===== config.mk =====
export PLATFORM = sky130hd
export DESIGN_NAME = lsu_wb_flat
export DESIGN_NICKNAME = d
export VERILOG_FILES = /design/src/rtl/lsu_wb_if.sv /design/src/rtl/lsu_wb.sv /design/src/flat_wrapper.sv
export SDC_FILE = /design/constraint.sdc
export NUM_CORES = 1
export LEC_CHECK = 0
export ABC_AREA = 1
export ABC_CLOCK_PERIOD_IN_PS = 1700
export CORE_MARGIN = 10
export CORE_UTILIZATION = 44
export DETAILED_ROUTE_END_ITERATION = 10
export GPL_TIMING_DRIVEN = 0
export HOLD_SLACK_MARGIN = 0.15
export PLACE_DENSITY = 0.88
export REMOVE_ABC_BUFFERS = 1
export SLEW_MARGIN = 20
export SYNTH_ARGS = -nofsm -noshare
export SYNTH_HDL_FRONTEND = slang
export SYNTH_SLANG_ARGS = --single-unit
export TNS_END_PERCENT = 30

===== constraint.sdc =====
create_clock -name clk -period 1.7 [get_ports clk]
set_input_delay 0.425 -clock clk [delete_from_list [all_inputs] [get_ports clk]]
set_output_delay 0.425 -clock clk [all_outputs]
set_load 0.02 [all_outputs]

===== src/rtl/lsu_wb_if.sv =====
// Exec-stage, data-memory bus and writeback signals of the load/store/writeback stage.
// The slave modport is the stage itself; master is whatever drives it (pipeline or bench).
interface lsu_wb_if;
   logic        in_valid;
   logic        in_ready;
   logic        reg_w;
   logic        mem_r;
   logic        mem_w;
   logic [4:0]  rd;
   logic [2:0]  funct3;
   logic [31:0] reg_data;
   logic [31:0] mem_addr;
   logic [31:0] mem_data;
   logic        dmem_req;
   logic        dmem_we;
   logic [31:0] dmem_addr;
   logic [3:0]  dmem_be;
   logic [31:0] dmem_wdata;
   logic [31:0] dmem_rdata;
   logic        dmem_ack;
   logic        wb_en;
   logic [4:0]  wb_rd;
   logic [31:0] wb_data;
   logic        fault_align;
   logic        bus_err;
   logic        state_dbg;

   // Handshake: a transfer happens on a rising edge where in_valid && in_ready;
   // in_ready depends only on the FSM state, never on in_valid.
   modport slave (
      input  in_valid, reg_w, mem_r, mem_w, rd, funct3, reg_data, mem_addr, mem_data,
             dmem_rdata, dmem_ack,
      output in_ready, dmem_req, dmem_we, dmem_addr, dmem_be, dmem_wdata,
             wb_en, wb_rd, wb_data, fault_align, bus_err, state_dbg
   );

   modport master (
      output in_valid, reg_w, mem_r, mem_w, rd, funct3, reg_data, mem_addr, mem_data,
             dmem_rdata, dmem_ack,
      input  in_ready, dmem_req, dmem_we, dmem_addr, dmem_be, dmem_wdata,
             wb_en, wb_rd, wb_data, fault_align, bus_err, state_dbg
   );
endinterface


===== src/rtl/lsu_wb.sv =====
// Load/store unit with writeback: ALU results pass straight to writeback, memory ops
// run one bus transaction at a time with alignment checking and a bus timeout.
module lsu_wb #(
   parameter int TIMEOUT = 16
) (
   input  logic     clk,
   input  logic     rst_n,
   lsu_wb_if.slave  bus
);

   typedef enum logic {S_IDLE = 1'b0, S_BUSY = 1'b1} state_t;

   localparam logic [7:0] TO_LAST = 8'(TIMEOUT - 1);

   state_t      r_state, w_state_nxt;
   logic [7:0]  r_cnt;
   logic        r_we, r_is_load, r_wb_ok;
   logic [31:0] r_addr, r_wdata;
   logic [3:0]  r_be;
   logic [2:0]  r_f3;
   logic [1:0]  r_off;
   logic [4:0]  r_rd;
   logic        r_wb_en, r_fault, r_bus_err;
   logic [4:0]  r_wb_rd;
   logic [31:0] r_wb_data;

   logic        w_accept, w_is_mem, w_is_load, w_align_ok, w_legal, w_start;
   logic        w_ack_busy, w_timeout;
   logic [3:0]  w_be;
   logic [31:0] w_wdata, w_load_data;
   logic [7:0]  w_byte;
   logic [15:0] w_half;

   assign w_accept   = bus.in_valid && (r_state == S_IDLE);
   assign w_is_mem   = bus.mem_r || bus.mem_w;
   assign w_is_load  = bus.mem_r && !bus.mem_w;
   assign w_ack_busy = (r_state == S_BUSY) && bus.dmem_ack;
   // An ack in the last allowed cycle beats the timeout.
   assign w_timeout  = (r_state == S_BUSY) && !bus.dmem_ack && (r_cnt == TO_LAST);

   always_comb begin
      w_align_ok = 1'b0;
      case (bus.funct3[1:0])
         2'd0:    w_align_ok = 1'b1;
         2'd1:    w_align_ok = !bus.mem_addr[0];
         2'd2:    w_align_ok = (bus.mem_addr[1:0] == 2'b00);
         default: w_align_ok = 1'b0;
      endcase
   end

   // Unsigned widths (funct3[2]) exist only for byte/halfword loads.
   assign w_legal = w_align_ok && (!bus.funct3[2] || (w_is_load && !bus.funct3[1]));

   always_comb begin
      w_be    = 4'b1111;
      w_wdata = bus.mem_data;
      if (bus.mem_w) begin
         case (bus.funct3[1:0])
            2'd0: begin
               w_be    = 4'b0001 << bus.mem_addr[1:0];
               w_wdata = {4{bus.mem_data[7:0]}};
            end
            2'd1: begin
               w_be    = 4'b0011 << bus.mem_addr[1:0];
               w_wdata = {2{bus.mem_data[15:0]}};
            end
            default: begin
               w_be    = 4'b1111;
               w_wdata = bus.mem_data;
            end
         endcase
      end
   end

   always_comb begin
      w_byte = bus.dmem_rdata[7:0];
      case (r_off)
         2'd0:    w_byte = bus.dmem_rdata[7:0];
         2'd1:    w_byte = bus.dmem_rdata[15:8];
         2'd2:    w_byte = bus.dmem_rdata[23:16];
         default: w_byte = bus.dmem_rdata[31:24];
      endcase
      w_half = r_off[1] ? bus.dmem_rdata[31:16] : bus.dmem_rdata[15:0];
      w_load_data = bus.dmem_rdata;
      case (r_f3)
         3'd0:    w_load_data = {{24{w_byte[7]}}, w_byte};
         3'd1:    w_load_data = {{16{w_half[15]}}, w_half};
         3'd4:    w_load_data = {24'd0, w_byte};
         3'd5:    w_load_data = {16'd0, w_half};
         default: w_load_data = bus.dmem_rdata;
      endcase
   end

   always_comb begin
      w_state_nxt = r_state;
      w_start     = 1'b0;
      case (r_state)
         S_IDLE: begin
            if (w_accept && w_is_mem && w_legal) begin
               w_state_nxt = S_BUSY;
               w_start     = 1'b1;
            end
         end
         S_BUSY: begin
            if (bus.dmem_ack || w_timeout) w_state_nxt = S_IDLE;
         end
         default: w_state_nxt = S_IDLE;
      endcase
   end

   always_ff @(posedge clk or negedge rst_n) begin
      if (!rst_n) r_state <= S_IDLE;
      else        r_state <= w_state_nxt;
   end

   always_ff @(posedge clk or negedge rst_n) begin
      if (!rst_n) begin
         r_cnt     <= 8'd0;
         r_we      <= 1'b0;
         r_is_load <= 1'b0;
         r_wb_ok   <= 1'b0;
         r_addr    <= 32'd0;
         r_wdata   <= 32'd0;
         r_be      <= 4'd0;
         r_f3      <= 3'd0;
         r_off     <= 2'd0;
         r_rd      <= 5'd0;
         r_wb_en   <= 1'b0;
         r_wb_rd   <= 5'd0;
         r_wb_data <= 32'd0;
         r_fault   <= 1'b0;
         r_bus_err <= 1'b0;
      end else begin
         r_wb_en   <= 1'b0;
         r_fault   <= 1'b0;
         r_bus_err <= 1'b0;
         if (w_start) begin
            r_cnt     <= 8'd0;
            r_we      <= bus.mem_w;
            r_is_load <= w_is_load;
            r_wb_ok   <= bus.reg_w && (bus.rd != 5'd0);
            r_addr    <= {bus.mem_addr[31:2], 2'b00};
            r_wdata   <= w_wdata;
            r_be      <= w_be;
            r_f3      <= bus.funct3;
            r_off     <= bus.mem_addr[1:0];
            r_rd      <= bus.rd;
         end else if ((r_state == S_BUSY) && !bus.dmem_ack) begin
            r_cnt <= r_cnt + 8'd1;
         end
         if (w_accept && !w_is_mem) begin
            r_wb_en   <= bus.reg_w && (bus.rd != 5'd0);
            r_wb_rd   <= bus.rd;
            r_wb_data <= bus.reg_data;
         end
         if (w_accept && w_is_mem && !w_legal) r_fault <= 1'b1;
         if (w_ack_busy && r_is_load) begin
            r_wb_en   <= r_wb_ok;
            r_wb_rd   <= r_rd;
            r_wb_data <= w_load_data;
         end
         if (w_timeout) r_bus_err <= 1'b1;
      end
   end

   // dmem_req comes straight from the state flop so an async reset drops it at once.
   assign bus.in_ready    = (r_state == S_IDLE);
   assign bus.dmem_req    = (r_state == S_BUSY);
   assign bus.dmem_we     = r_we && (r_state == S_BUSY);
   assign bus.dmem_addr   = r_addr;
   assign bus.dmem_be     = r_be;
   assign bus.dmem_wdata  = r_wdata;
   assign bus.wb_en       = r_wb_en;
   assign bus.wb_rd       = r_wb_rd;
   assign bus.wb_data     = r_wb_data;
   assign bus.fault_align = r_fault;
   assign bus.bus_err     = r_bus_err;
   assign bus.state_dbg   = r_state;

endmodule


===== src/flat_wrapper.sv =====
// flat-port wrapper written by rule: the top's interface ports become plain ports
module lsu_wb_flat 
#(
   parameter int TIMEOUT = 16
)
  (clk, rst_n, bus_in_valid, bus_reg_w, bus_mem_r, bus_mem_w, bus_rd, bus_funct3, bus_reg_data, bus_mem_addr, bus_mem_data, bus_dmem_rdata, bus_dmem_ack, bus_in_ready, bus_dmem_req, bus_dmem_we, bus_dmem_addr, bus_dmem_be, bus_dmem_wdata, bus_wb_en, bus_wb_rd, bus_wb_data, bus_fault_align, bus_bus_err, bus_state_dbg);
  lsu_wb_if bus_i ();
  input  logic clk;
  input  logic rst_n;
  input wire logic [$bits(bus_i.in_valid)-1:0] bus_in_valid;
  input wire logic [$bits(bus_i.reg_w)-1:0] bus_reg_w;
  input wire logic [$bits(bus_i.mem_r)-1:0] bus_mem_r;
  input wire logic [$bits(bus_i.mem_w)-1:0] bus_mem_w;
  input wire logic [$bits(bus_i.rd)-1:0] bus_rd;
  input wire logic [$bits(bus_i.funct3)-1:0] bus_funct3;
  input wire logic [$bits(bus_i.reg_data)-1:0] bus_reg_data;
  input wire logic [$bits(bus_i.mem_addr)-1:0] bus_mem_addr;
  input wire logic [$bits(bus_i.mem_data)-1:0] bus_mem_data;
  input wire logic [$bits(bus_i.dmem_rdata)-1:0] bus_dmem_rdata;
  input wire logic [$bits(bus_i.dmem_ack)-1:0] bus_dmem_ack;
  output wire logic [$bits(bus_i.in_ready)-1:0] bus_in_ready;
  output wire logic [$bits(bus_i.dmem_req)-1:0] bus_dmem_req;
  output wire logic [$bits(bus_i.dmem_we)-1:0] bus_dmem_we;
  output wire logic [$bits(bus_i.dmem_addr)-1:0] bus_dmem_addr;
  output wire logic [$bits(bus_i.dmem_be)-1:0] bus_dmem_be;
  output wire logic [$bits(bus_i.dmem_wdata)-1:0] bus_dmem_wdata;
  output wire logic [$bits(bus_i.wb_en)-1:0] bus_wb_en;
  output wire logic [$bits(bus_i.wb_rd)-1:0] bus_wb_rd;
  output wire logic [$bits(bus_i.wb_data)-1:0] bus_wb_data;
  output wire logic [$bits(bus_i.fault_align)-1:0] bus_fault_align;
  output wire logic [$bits(bus_i.bus_err)-1:0] bus_bus_err;
  output wire logic [$bits(bus_i.state_dbg)-1:0] bus_state_dbg;
  assign bus_i.in_valid = bus_in_valid;
  assign bus_i.reg_w = bus_reg_w;
  assign bus_i.mem_r = bus_mem_r;
  assign bus_i.mem_w = bus_mem_w;
  assign bus_i.rd = bus_rd;
  assign bus_i.funct3 = bus_funct3;
  assign bus_i.reg_data = bus_reg_data;
  assign bus_i.mem_addr = bus_mem_addr;
  assign bus_i.mem_data = bus_mem_data;
  assign bus_i.dmem_rdata = bus_dmem_rdata;
  assign bus_i.dmem_ack = bus_dmem_ack;
  assign bus_in_ready = bus_i.in_ready;
  assign bus_dmem_req = bus_i.dmem_req;
  assign bus_dmem_we = bus_i.dmem_we;
  assign bus_dmem_addr = bus_i.dmem_addr;
  assign bus_dmem_be = bus_i.dmem_be;
  assign bus_dmem_wdata = bus_i.dmem_wdata;
  assign bus_wb_en = bus_i.wb_en;
  assign bus_wb_rd = bus_i.wb_rd;
  assign bus_wb_data = bus_i.wb_data;
  assign bus_fault_align = bus_i.fault_align;
  assign bus_bus_err = bus_i.bus_err;
  assign bus_state_dbg = bus_i.state_dbg;
  lsu_wb #(.TIMEOUT(TIMEOUT)) u_core (.clk(clk), .rst_n(rst_n), .bus(bus_i));
endmodule

Word level (Yosys, flattened, before mapping)
Index checks and enable logic that the tools add are counted.
W data, S select, Z words.
{"block": "word_totals", "regBits": 128, "input_bits": 143, "out_inout_bits": 112, "elab_cells": 81}
{"block": "classes", "add_sub_neg": 1, "n_eq_ne": 8, "n_shift": 2, "n_mux": 22, "bitwise_logic": 1, "reduce_logical": 31}
{"op": "$pmux W32 S4", "count": 1}
{"op": "$mux W32", "count": 3}
{"op": "$pmux W32 S2", "count": 1}
{"op": "$pmux W8 S3", "count": 1}
{"op": "$mux W16", "count": 1}
{"op": "$mux W8", "count": 2}
{"op": "$logic_and A1 B1 Y1", "count": 14}
{"op": "$mux W5", "count": 2}
{"op": "$add A8 B1 Y8 const B", "count": 1}
{"op": "$eq A8 B4 Y1 const B", "count": 1}
{"op": "$pmux W4 S2", "count": 1}
{"op": "$logic_not A1 Y1", "count": 7}
{"op": "$mux W1", "count": 7}
{"op": "$eq A3 B3 Y1 const B", "count": 2}
{"op": "$logic_not A2 Y1", "count": 3}
{"op": "$reduce_bool A5 Y1", "count": 1}
{"op": "$eq A2 B1 Y1 const B", "count": 2}
{"op": "$eq A2 B2 Y1 const B", "count": 2}
{"op": "$mux W4", "count": 1}
{"op": "$reduce_bool A2 Y1", "count": 2}
{"op": "$shl A1 B2 Y4 const A", "count": 1}
{"op": "$shl A2 B2 Y4 const A", "count": 1}
{"op": "$eq A3 B1 Y1 const B", "count": 1}
{"op": "$logic_not A3 Y1", "count": 1}
{"op": "4 further kinds", "count": 6}

Logic depth before layout (Yosys ltp)
Gate-level depths: netlist of the first run.
{"block": "depth", "word_depth": 9, "depth_mapped": 9, "depth_no_buf": 8}

Worst setup path before layout of the first run
Ideal clock, no wire load.
{"block": "synth_timing", "path_type": "flip-flop to flip-flop", "start": "reg u_core.r_state (netlist: u_core.bus.dmem_req)", "end": "reg u_core.r_wb_rd[2] (netlist: u_core.bus.wb_rd[2])", "setup_ps": 134, "arrival_time_ps": 1400, "required_ps": 1566, "path_slack_ps": 165, "stages_incl_launch_ff": 8, "n_path_buf": 1, "synth_period_minus_slack_ps": 1535, "cell_sequence": "dfrtp_1 -> nor2_2 -> nand2_1 -> nand2_2 -> inv_2 -> buf_2 -> nand2_1 -> o211ai_1"}
{"block": "synth_between", "elab_chain_len": 4, "elab_cells_between_ends": 7, "cone_classes": "1 x mux; 1 x bitwise; 5 x reduce/logical"}
{"element": "from (decl)", "line_no": "lsu_wb.sv:15", "text": "state_t r_state, w_state_nxt;"}
{"element": "from (signal assigned)", "line_no": "lsu_wb.sv:113", "text": "else r_state <= w_state_nxt;"}
{"element": "$not A1 Y1", "line_no": "lsu_wb.sv:34", "text": "assign w_accept = bus.in_valid && (r_state == S_IDLE);"}
{"element": "$logic_and A1 B1 Y1", "line_no": "lsu_wb.sv:34"}
{"element": "$logic_and A1 B1 Y1", "line_no": "lsu_wb.sv:151", "text": "if (w_accept && !w_is_mem) begin"}
{"element": "$reduce_bool A2 Y1 (no line)"}
{"element": "to (signal assigned)", "line_no": "lsu_wb.sv:153", "text": "r_wb_rd <= bus.rd;"}
{"element": "to (signal assigned)", "line_no": "lsu_wb.sv:159", "text": "r_wb_rd <= r_rd;"}
{"element": "to (decl)", "line_no": "lsu_wb.sv:24", "text": "logic [4:0] r_wb_rd;"}
Parallel ways exist; a longest one is shown, timed or not.
A chain may end at the register's enable or synchronous reset.

Final worst setup path of the first run
{"block": "layout_timing", "start": "reg u_core.r_off[1]", "end": "reg u_core.r_wb_data[20] (netlist: u_core.bus.wb_data[20])"}
{"block": "layout_between", "elab_chain_len": 4, "elab_cells_between_ends": 7, "cone_classes": "2 x eq/ne; 4 x mux; 1 x reduce/logical"}
{"element": "from (decl)", "line_no": "lsu_wb.sv:21", "text": "logic [1:0] r_off;"}
{"element": "from (signal assigned)", "line_no": "lsu_wb.sv:146", "text": "r_off <= bus.mem_addr[1:0];"}
{"element": "$eq A2 B2 Y1 (tied with other cells)", "line_no": "lsu_wb.sv:77", "text": "case (r_off)"}
{"element": "$pmux W8 S3", "line_no": "lsu_wb.sv:77"}
{"element": "$pmux W32 S4 *", "line_no": "lsu_wb.sv:85", "text": "case (r_f3)"}
{"element": "$mux W32 *", "line_no": "lsu_wb.sv:157", "text": "if (w_ack_busy && r_is_load) begin"}
{"element": "to (signal assigned)", "line_no": "lsu_wb.sv:154", "text": "r_wb_data <= bus.reg_data;"}
{"element": "to (signal assigned)", "line_no": "lsu_wb.sv:160", "text": "r_wb_data <= w_load_data;"}
{"element": "to (decl)", "line_no": "lsu_wb.sv:25", "text": "logic [31:0] r_wb_data;"}
Every way passes the cells marked *; elsewhere a longest branch is shown, timed or not.

==> run metrics, run 1 <==
outcome=finished, final reports clean; Sequential Area=0.00321 mm^2; switching part of the total=36.3%; clock slew at reported path FFs=60 ps; max-cap viol count=0; Power Dens Cells=1290 mW/mm^2; GPL Wtd Cong=0.880; PortBufs=252; DRT iter0 DRCs=548; met1 global-route usage=28.7%; Setup Skew=7.28 ps; post-layout min period=1620 ps; area leader, netlist=dfrtp_1; site row count=43; number of clock buffers inserted by TritonCTS=17; hold crit path type=input pin to flop; met3 GRT Util=9.25%; DR vias/cell=5.26; Die W=139 um; count leader, synth=nand2_1; Die Ht=139 um; critical path's top delay family=simple AND/OR/NAND/NOR gates; Clk Latency, worst-skew pair=420 ps; CP Launch Type=flop; post-synthesis cell area=0.00623 mm^2; synth cell count leaders=nand2_1, dfrtp_1, nand3_1; unrepaired setup endpoints after global routing=true; Cell Chain, Critical Path=inv_2 > nand3_2 > nand3_2 > nand3_1 > nand2_1 > nand3_1; Crit Path Max Fanout=22; Clock Tree Root=clkbuf_16; DRC=0; clk buf depth=2; Psw=0.00460 W; final hold vios=0; CTS tree=yes; grt ovf=0; CP Data Required Time=2000 ps; CP max stage cell=dfrtp_4; io pins=255; Worst path max stage delay=580 ps; FILL cells=1119; Vias=6694; sequential share of power=34.9%; Lkg Pwr=4.90 nW; Syn Area/Cell=7.61 um^2; drt wl/cell=19.0 um; hold path start=bus_mem_addr[1]; Final Cycle Share=95.4%; Comb power frac=34.9%; multi-input combinational cell area=0.00281 mm^2; Sink Count=128; share of layout cells above drive strength 1=9.45%; r2r startpoint=u_core.r_off[1]; Crit Path Class=flop to flop; Yosys top cell area share=51.4%; NumNets Final=1222; internal power=0.00809 W; detailed-route wire length=24200 um; Final Max Tran Viols=0; H-tree levels=4; Seq cells post-synth=128; core area=0.0139 mm^2; YS warnings=0; vias in the first global route=6848; cell area after layout=0.00980 mm^2; sequential area share after synthesis=51.4%; met2 Use GR=38.6%; initial antenna violation count=2; setup violators final=0; initial core utilization=44.9%; GRT busiest layer=met2; Pwr Total=0.0127 W; Post-synth top flop=dfrtp_1; Buf/Inv on CP=1; DP HPWL=16200 um; fmax=616 MHz; area grow syn2layout=57.3%; CP arrival=1920 ps; count of unique library cells instantiated by Yosys=28; Clk network pwr share=30.1%; Crit. End Element=flop; synthesized netlist cell count=819; Post-synth EDFFs=0; peak supply drop=0.000769 V; post-route ant nets=0; crit path launch=u_core.r_off[1]; Cell Area, Placed=0.00881 mm^2; GRT Overall Usage=24.0%; Async SR Flop Fraction=100%; router iterations before antenna repair=7; die area=0.0193 mm^2; top post-synthesis cells by area=dfrtp_1, nand2_1, nand3_1; largest net degree at the start of global routing=89; first-pass GRT wire length=37500 um
==> registers in the layout, summed over array words and instances (netlist names), 3 cells and up <==
signal	flops
u_core.r_f3	3
u_core.bus.dmem_wdata	32
u_core.bus.wb_rd	5
u_core.bus.dmem_addr	30
u_core.r_cnt	8
u_core.bus.dmem_be	4
u_core.bus.wb_data	32
u_core.r_rd	5
==> tightest hold or removal path, stage by stage <==
cell	delay [ps]
dlymetal6s2s_1	170
inv_1	110
o21ai_1	80
==> through the flow <==
stage | utilization [%] | setup TNS (ps) | hold slack [ps] | setup slack (ps) | instances
2_1_floorplan | - | -120920 | 129 | -1530 | 776
3_3_place_gp | 63.0 | -943590 | 461 | -4980 | 1208
3_5_place_dp | 63.5 | -187990 | 328 | -1860 | 1210
4_1_cts | 69.7 | 0 | 477 | 1.08 | 1261
5_1_grt | 70.6 | -180 | 437 | -33.1 | 1272
6_report | 70.6 | 0 | 405 | 77.7 | 1273
==> area by class of cell <==
cell class / count / share of cell area, %
multi-input cells: 598 / 28.6
clock inverters: 11 / 1.67
flip-flops and latches: 128 / 32.8
repair buffers: 276 / 27.5
inverters: 56 / 2.41
diodes: 3 / 0.0766
well taps: 180 / 2.30
clock buffers: 20 / 4.56
repair inverters: 1 / 0.0894
==> layer usage <==
metal | share of wire (%) | up-vias
met5 | 0 | -
met4 | 2.8 | 0
met3 | 12 | 52
met2 | 47 | 377
met1 | 38 | 3101
li1 | - | 3164
==> what timing repair did <==
item                       in CTS  in global routing
setup endpoints to repair     236                112
hold buffers                    1                  0
cloned                          6                  3
pin swaps                       9                  7
buffers inserted               13                  6
resized for setup             156                 20
hold endpoints to repair       40                  0
==> logic make-up (layout without fill, tap and decap cells) <==
group / after synthesis / in the layout / share of synthesized area, %
other: 1 / 5 / 0.0602
flip-flops: 128 / 128 / 51.4
adder cells (fa/ha/maj): 1 / 1 / 0.201
AND/OR/NAND/NOR: 474 / 479 / 31.3
AO/OA/AOI/OAI: 115 / 116 / 9.92
buffers and inverters: 100 / 364 / 7.13
==> final timing paths <==
kind | cells after the start | to | slack (ps)
max in group asynchronous | 3 | u_core.r_f3[1] | 470
min in group asynchronous | 2 | u_core.bus.wb_data[14] | 490
worst max-delay path | 6 | u_core.bus.wb_data[20] | 80
worst min-delay path | 3 | u_core.r_off[1] | 400
worst max register to register | 6 | u_core.bus.wb_data[20] | 80
worst min register to register | 2 | u_core.bus.dmem_be[2] | 470
==> power groups by stage <==
| stage | sequential (W) | combinational, W | clock (W) |
|---|---|---|---|
| 2_1_floorplan | 0.00529 | 0.00135 | 0 |
| 3_3_place_gp | 0.00444 | 0.00453 | 0 |
| 3_5_place_dp | 0.00447 | 0.00464 | 0 |
| 4_1_cts | 0.00443 | 0.00431 | 0.00385 |
| 5_1_grt | 0.00454 | 0.00482 | 0.00397 |
| 6_report | 0.00443 | 0.00443 | 0.00382 |
==> layout by cell type (no fill, tap or decap), drive strengths merged <==
cell type        n
nand2          350
clkdlybuf4s50  135
dfrtp          128
dlygate4sd2    111
nand3           86
o21ai           59
inv             57
a21oi           36
nor2            30
buf             23
clkbuf          22
o22ai           11
o211ai           7
nor3             7
nand4            5
clkinv           5
bufinv           4
diode            3
o21a             3
dlymetal6s2s     3
conb             2
clkinvlp         2
or2              1
ha               1
bufbuf           1
dlygate4sd3      1
Power figures use the tool's default switching activity.
==> inputs of run 2 (changes only) <==
Settings changed: MAX_ROUTING_LAYER set to met4, SLEW_MARGIN 20 to 10.
==> run metrics, run 2 (synthesis gave the netlist of run 1 again) <==
Die Ht=139 um (unchanged); first-pass GRT wire length=36800 um (was 37500 um); clock slew at reported path FFs=60 ps (about the same); fmax=605 MHz (was 616 MHz); drt wl/cell=19.2 um (was 19.0 um); initial antenna violation count=1 (was 2); Setup Skew=6.55 ps (was 7.28 ps); max-cap viol count=0 (unchanged); r2r worst-path depth=8 (was 6); largest net degree at the start of global routing=89 (unchanged); worst hold path cell count=2 (was 3); number of clock buffers inserted by TritonCTS=17 (unchanged); area grow syn2layout=58.3% (was 57.3%); clk buf depth=2 (unchanged); FILL cells=1114 (was 1119); r2r endpoint=u_core.bus.dmem_wdata[15] (was u_core.bus.wb_data[20]); DRT iter0 DRCs=618 (was 548); Worst path max stage delay=440 ps (was 580 ps); Clock Tree Root=clkbuf_16 (unchanged); Final Max Tran Viols=0 (unchanged); post-layout min period=1650 ps (was 1620 ps); site row count=43 (unchanged); most common cell after layout, fill and taps aside=nand2_1 (unchanged); Vias=6751 (was 6694); Sequential Area=0.00321 mm^2 (unchanged); critical path's top delay family=flip-flops (was simple AND/OR/NAND/NOR gates); Sink Count=128 (unchanged); r2r startpoint=u_core.bus.dmem_req (was u_core.r_off[1]); hold path start=u_core.bus.dmem_be[2] (was bus_mem_addr[1]); DP HPWL=16200 um (about the same); Buf/Inv on CP=2 (was 1); NumNets Final=1224 (was 1222); CP Data Required Time=1270 ps (was 2000 ps); flop2flop setup slack=80 ps (about the same); commonest cells after routing, fill and taps aside=nand2_1, clkdlybuf4s50_1, dfrtp_1 (unchanged); Die W=139 um (unchanged); io pins=255 (unchanged); DRC=0 (unchanged); worst hold slack=471 ps (was 405 ps); grt ovf=0 (unchanged); Crit Path Max Fanout=5 (was 22); crit path launch=u_core.bus.dmem_req (was u_core.r_off[1]); Cell Chain, Critical Path=nand2_1 > inv_1 > clkdlybuf4s15_1 (was inv_2 > nand3_2 > nand3_2 > nand3_1 > nand2_1 > nand3_1); router iterations before antenna repair=7 (unchanged); share of layout cells above drive strength 1=9.15% (was 9.45%); hold crit path type=flop to flop (was input pin to flop); Final Cycle Share=97.2% (was 95.4%); CTS tree=yes (unchanged); post-route ant nets=0 (unchanged); Lkg Pwr=4.94 nW (was 4.90 nW); Clk Latency, worst-skew pair=420 ps (about the same); outcome=finished, final reports clean (unchanged); initial core utilization=44.9% (unchanged); core area=0.0139 mm^2 (unchanged); DR vias/cell=5.30 (was 5.26); Crit Path Class=flop to primary output (was flop to flop); Levels on crit path=3 (was 6); detailed-route wire length=24500 um (was 24200 um); peak supply drop=0.000727 V (was 0.000769 V); unrepaired setup endpoints after global routing=true (unchanged); PortBufs=252 (unchanged); Crit. End Element=primary output (was flop); CP Launch Type=flop (unchanged); setup violators final=0 (unchanged); CP arrival=1230 ps (was 1920 ps); Pwr Total=0.0128 W (was 0.0127 W); multi-input combinational cell area=0.00280 mm^2 (was 0.00281 mm^2); H-tree levels=4 (unchanged); CP max stage cell=dfrtp_2 (was dfrtp_4); GRT Overall Usage=24.4% (was 24.0%); GPL Wtd Cong=0.895 (was 0.880); CP endpoint=bus_dmem_we (was u_core.bus.wb_data[20]); Power Dens Cells=1300 mW/mm^2 (was 1290 mW/mm^2); vias in the first global route=6730 (was 6848); die area=0.0193 mm^2 (unchanged); final hold vios=0 (unchanged)
## run 2: worst reg2reg max path: cells and delay by family (launching register included)
family,cells,cell delay (ps)
DFF,1,440
and+or+nand+nor,4,460
buffers and inverters,4,600
## run 2: worst min-delay path by stage
stage / to / slack, ps
floorplan: u_core.bus.bus_err / 130
global placement: u_core.bus.dmem_addr[20] / 460
detailed placement: u_core.bus.wb_data[14] / 360
CTS: u_core.bus.dmem_be[2] / 480
global route: u_core.bus.dmem_be[2] / 500
finish: u_core.bus.dmem_be[2] / 470
## run 2: metal layers
| metal | global-route usage [%] | share of wire [%] | up-vias |
|---|---|---|---|
| li1 | - | - | 3173 |
| met1 | 28.6 | 39 | 3151 |
| met2 | 37.8 | 47 | 379 |
| met3 | 8.97 | 11 | 48 |
| met4 | 8.95 | 2.7 | 0 |
| met5 | - | 0 | - |
## run 2: metrics by stage
| step | std cells | worst slack (ps) | setup TNS, ps | cell area, um^2 | utilization (%) |
|---|---|---|---|---|---|
| 3_5_place_dp | 1210 | -1850 | -185380 | 8810 | 63.4 |
| 2_1_floorplan | 776 | -1530 | -120920 | 6000 | - |
| 3_3_place_gp | 1208 | -4980 | -943590 | 8750 | 63.0 |
| 6_report | 1274 | 47.4 | 0 | 9870 | 71.1 |
| 4_1_cts | 1261 | 0.200 | 0 | 9690 | 69.8 |
| 5_1_grt | 1274 | -20.9 | -33.4 | 9870 | 71.1 |
## run 2: layout make-up
class,count,share of cell area [%]
Clock buffer,23,4.94
Antenna cell,1,0.0254
Multi-Input combinational cell,598,28.3
Inverter,56,2.40
Timing Repair inverter,1,0.0888
Tap cell,180,2.28
Timing Repair Buffer,278,27.8
Clock inverter,9,1.56
Sequential cell,128,32.6
## run 2: what timing repair did
item	CTS	global route
setup buffers	12	8
endpoints found under the setup margin	236	80
cloned	6	5
endpoints found under the hold margin	40	0
pin swaps	10	8
hold buffers	1	0
resized for setup	155	13
## run 2: power by group
group,internal (W),switching (W)
combinational,0.00174,0.00267
clock,0.00261,0.00135
sequential,0.00387,0.000565
total,0.00822,0.00459
==> inputs of run 3 (changes only) <==
Settings changed: CORE_ASPECT_RATIO set to 1.5.
==> run metrics, run 3 (synthesis gave the netlist of run 1 again) <==
Die Ht=166 um (was 139 um); grt ovf=0 (unchanged); unrepaired setup endpoints after global routing=true (unchanged); detailed-route wire length=23400 um (was 24500 um); clock slew at reported path FFs=60 ps (about the same); Final Max Tran Viols=0 (unchanged); initial core utilization=44.8% (was 44.9%); flop2flop setup slack=50 ps (was 80 ps); Final Cycle Share=97.1% (was 97.2%); Buf/Inv on CP=2 (unchanged); Comb power frac=35.5% (was 34.5%); fmax=606 MHz (was 605 MHz); hold path start=bus_mem_addr[1] (was u_core.bus.dmem_be[2]); CP Data Required Time=1980 ps (was 1270 ps); Power Dens Cells=1280 mW/mm^2 (was 1300 mW/mm^2); area grow syn2layout=55.9% (was 58.3%); most common cell after layout, fill and taps aside=nand2_1 (unchanged); critical path's top delay family=flip-flops (unchanged); DRC=0 (unchanged); Lkg Pwr=4.86 nW (was 4.94 nW); CTS tree=yes (unchanged); peak supply drop=0.000675 V (was 0.000727 V); CP Launch Type=flop (unchanged); Crit. End Element=flop (was primary output); internal power=0.00783 W (was 0.00822 W); NumNets Final=1221 (was 1224); Setup WS pre-CTS=-2000 ps (was -1850 ps); CP endpoint=u_core.bus.wb_data[3] (was bus_dmem_we); r2r endpoint=u_core.bus.wb_data[3] (was u_core.bus.dmem_wdata[15]); post-layout min period=1650 ps (about the same); DR vias/cell=5.27 (was 5.30); H-tree levels=4 (unchanged); largest net degree at the start of global routing=75 (was 89); share of layout cells above drive strength 1=9.36% (was 9.15%); hold crit path type=input pin to flop (was flop to flop); worst-margin pin slew=541 ps; site row count=53 (was 43); clk buf depth=2 (unchanged); CP max stage cell=dfrtp_2 (unchanged); core area=0.0139 mm^2 (about the same); Vias=6625 (was 6751); setup violators final=0 (unchanged); crit path launch=u_core.r_f3[0] (was u_core.bus.dmem_req); first-pass GRT wire length=36100 um (was 36800 um); DRT iter0 DRCs=492 (was 618); switching part of the total=37.2% (was 35.8%); sequential share of power=35.5% (was 34.6%); Setup Skew=11.6 ps (was 6.55 ps); Clk network pwr share=28.9% (was 30.9%); io pins=255 (unchanged); vias in the first global route=6661 (was 6730); Clk Latency, worst-skew pair=410 ps (was 420 ps); commonest cells after routing, fill and taps aside=nand2_1, clkdlybuf4s50_1, dfrtp_1 (unchanged); r2r worst-path depth=7 (was 8); drt wl/cell=18.6 um (was 19.2 um); Die W=117 um (was 139 um); Levels on crit path=7 (was 3); PortBufs=252 (unchanged); outcome=finished, final reports clean (unchanged); final hold vios=0 (unchanged); Worst path max stage delay=530 ps (was 440 ps); fin util=69.8% (was 71.1%); CP arrival=1930 ps (was 1230 ps); Clock Tree Root=clkbuf_16 (unchanged); max-cap viol count=0 (unchanged); die area=0.0194 mm^2 (was 0.0193 mm^2); Crit Path Class=flop to flop (was flop to primary output); number of clock buffers inserted by TritonCTS=17 (unchanged); router iterations before antenna repair=5 (was 7); GPL Wtd Cong=0.854 (was 0.895); initial antenna violation count=2 (was 1); Sink Count=128 (unchanged); Final WS setup=49.0 ps (was 47.4 ps); Psw=0.00463 W (was 0.00459 W); Cell Chain, Critical Path=inv_1 > nand2_4 > a21oi_4 > buf_4 > or2_2 > nand2_1 > a21oi_1 (was nand2_1 > inv_1 > clkdlybuf4s15_1); GRT Overall Usage=24.5% (was 24.4%); DP HPWL=16000 um (was 16200 um); Slew headroom=63.9%; post-route ant nets=0 (unchanged); r2r startpoint=u_core.r_f3[0] (was u_core.bus.dmem_req); Crit Path Max Fanout=12 (was 5)
-- run 3: timing repair --
item / in CTS / in global routing
hold buffers: 1 / 0
endpoints found under the hold margin: 54 / 0
pin swaps: 10 / 5
buffers inserted: 16 / 7
cloned: 4 / 1
endpoints found under the setup margin: 236 / 106
gates resized for setup: 152 / 18
-- run 3: worst min-delay path by stage --
stage | endpoint | slack, ps | cells after the start
after CTS | u_core.bus.dmem_addr[17] | 480 | 2
after global placement | u_core.bus.dmem_addr[29] | 460 | 2
after floorplan | u_core.bus.bus_err | 130 | 0
final | u_core.r_off[1] | 410 | 3
after global routing | u_core.r_off[1] | 440 | 3
after detailed placement | u_core.bus.dmem_addr[6] | 420 | 1
-- run 3: area by class of cell --
cell class | instances | area (um^2)
clock inverters | 13 | 140
multi-input cells | 595 | 2780
fillers | 1134 | 4210
diodes | 3 | 7.51
well taps | 165 | 206
repair buffers | 279 | 2700
inverters | 56 | 236
flip-flops and latches | 128 | 3210
clock buffers | 19 | 443
-- run 3: power groups by stage --
stage	Clock [W]	Sequential, W	Combinational [W]
floorplan	0	0.00529	0.00135
detailed placement	0	0.00447	0.00465
global route	0.00378	0.00453	0.00479
CTS	0.00364	0.00441	0.00440
finish	0.00360	0.00443	0.00443
global placement	0	0.00444	0.00456
-- run 3: through the flow --
stage | hold WS [ps] | TNS [ps] | power (W) | instances | cell area [um^2]
global placement | 462 | -960980 | 0.00900 | 1193 | 8730
CTS | 475 | -107 | 0.0124 | 1248 | 9590
detailed placement | 418 | -177290 | 0.00911 | 1195 | 8790
finish | 407 | 0 | 0.0125 | 1258 | 9720
global route | 440 | -82.2 | 0.0131 | 1257 | 9710
floorplan | 129 | -120920 | 0.00664 | 776 | 6000
-- run 3: per-layer routing --
metal  part of all wire [%]  track usage (%)  wire (um)  up-vias
met5                      0                -          0        -
met4                    4.0             11.3        933        0
met3                    6.3             4.92       1480       57
met2                     53             42.0      12400      288
met1                     37             26.2       8680     3118
li1                       -                -          -     3162
-- run 3: worst reg2reg max path, cell delays in order, from the launching register on --
cell and delay (ps):
dfrtp_2 530, inv_1 170, nand2_4 160, a21oi_4 100
buf_4 170, or2_2 270, nand2_1 70, a21oi_1 60
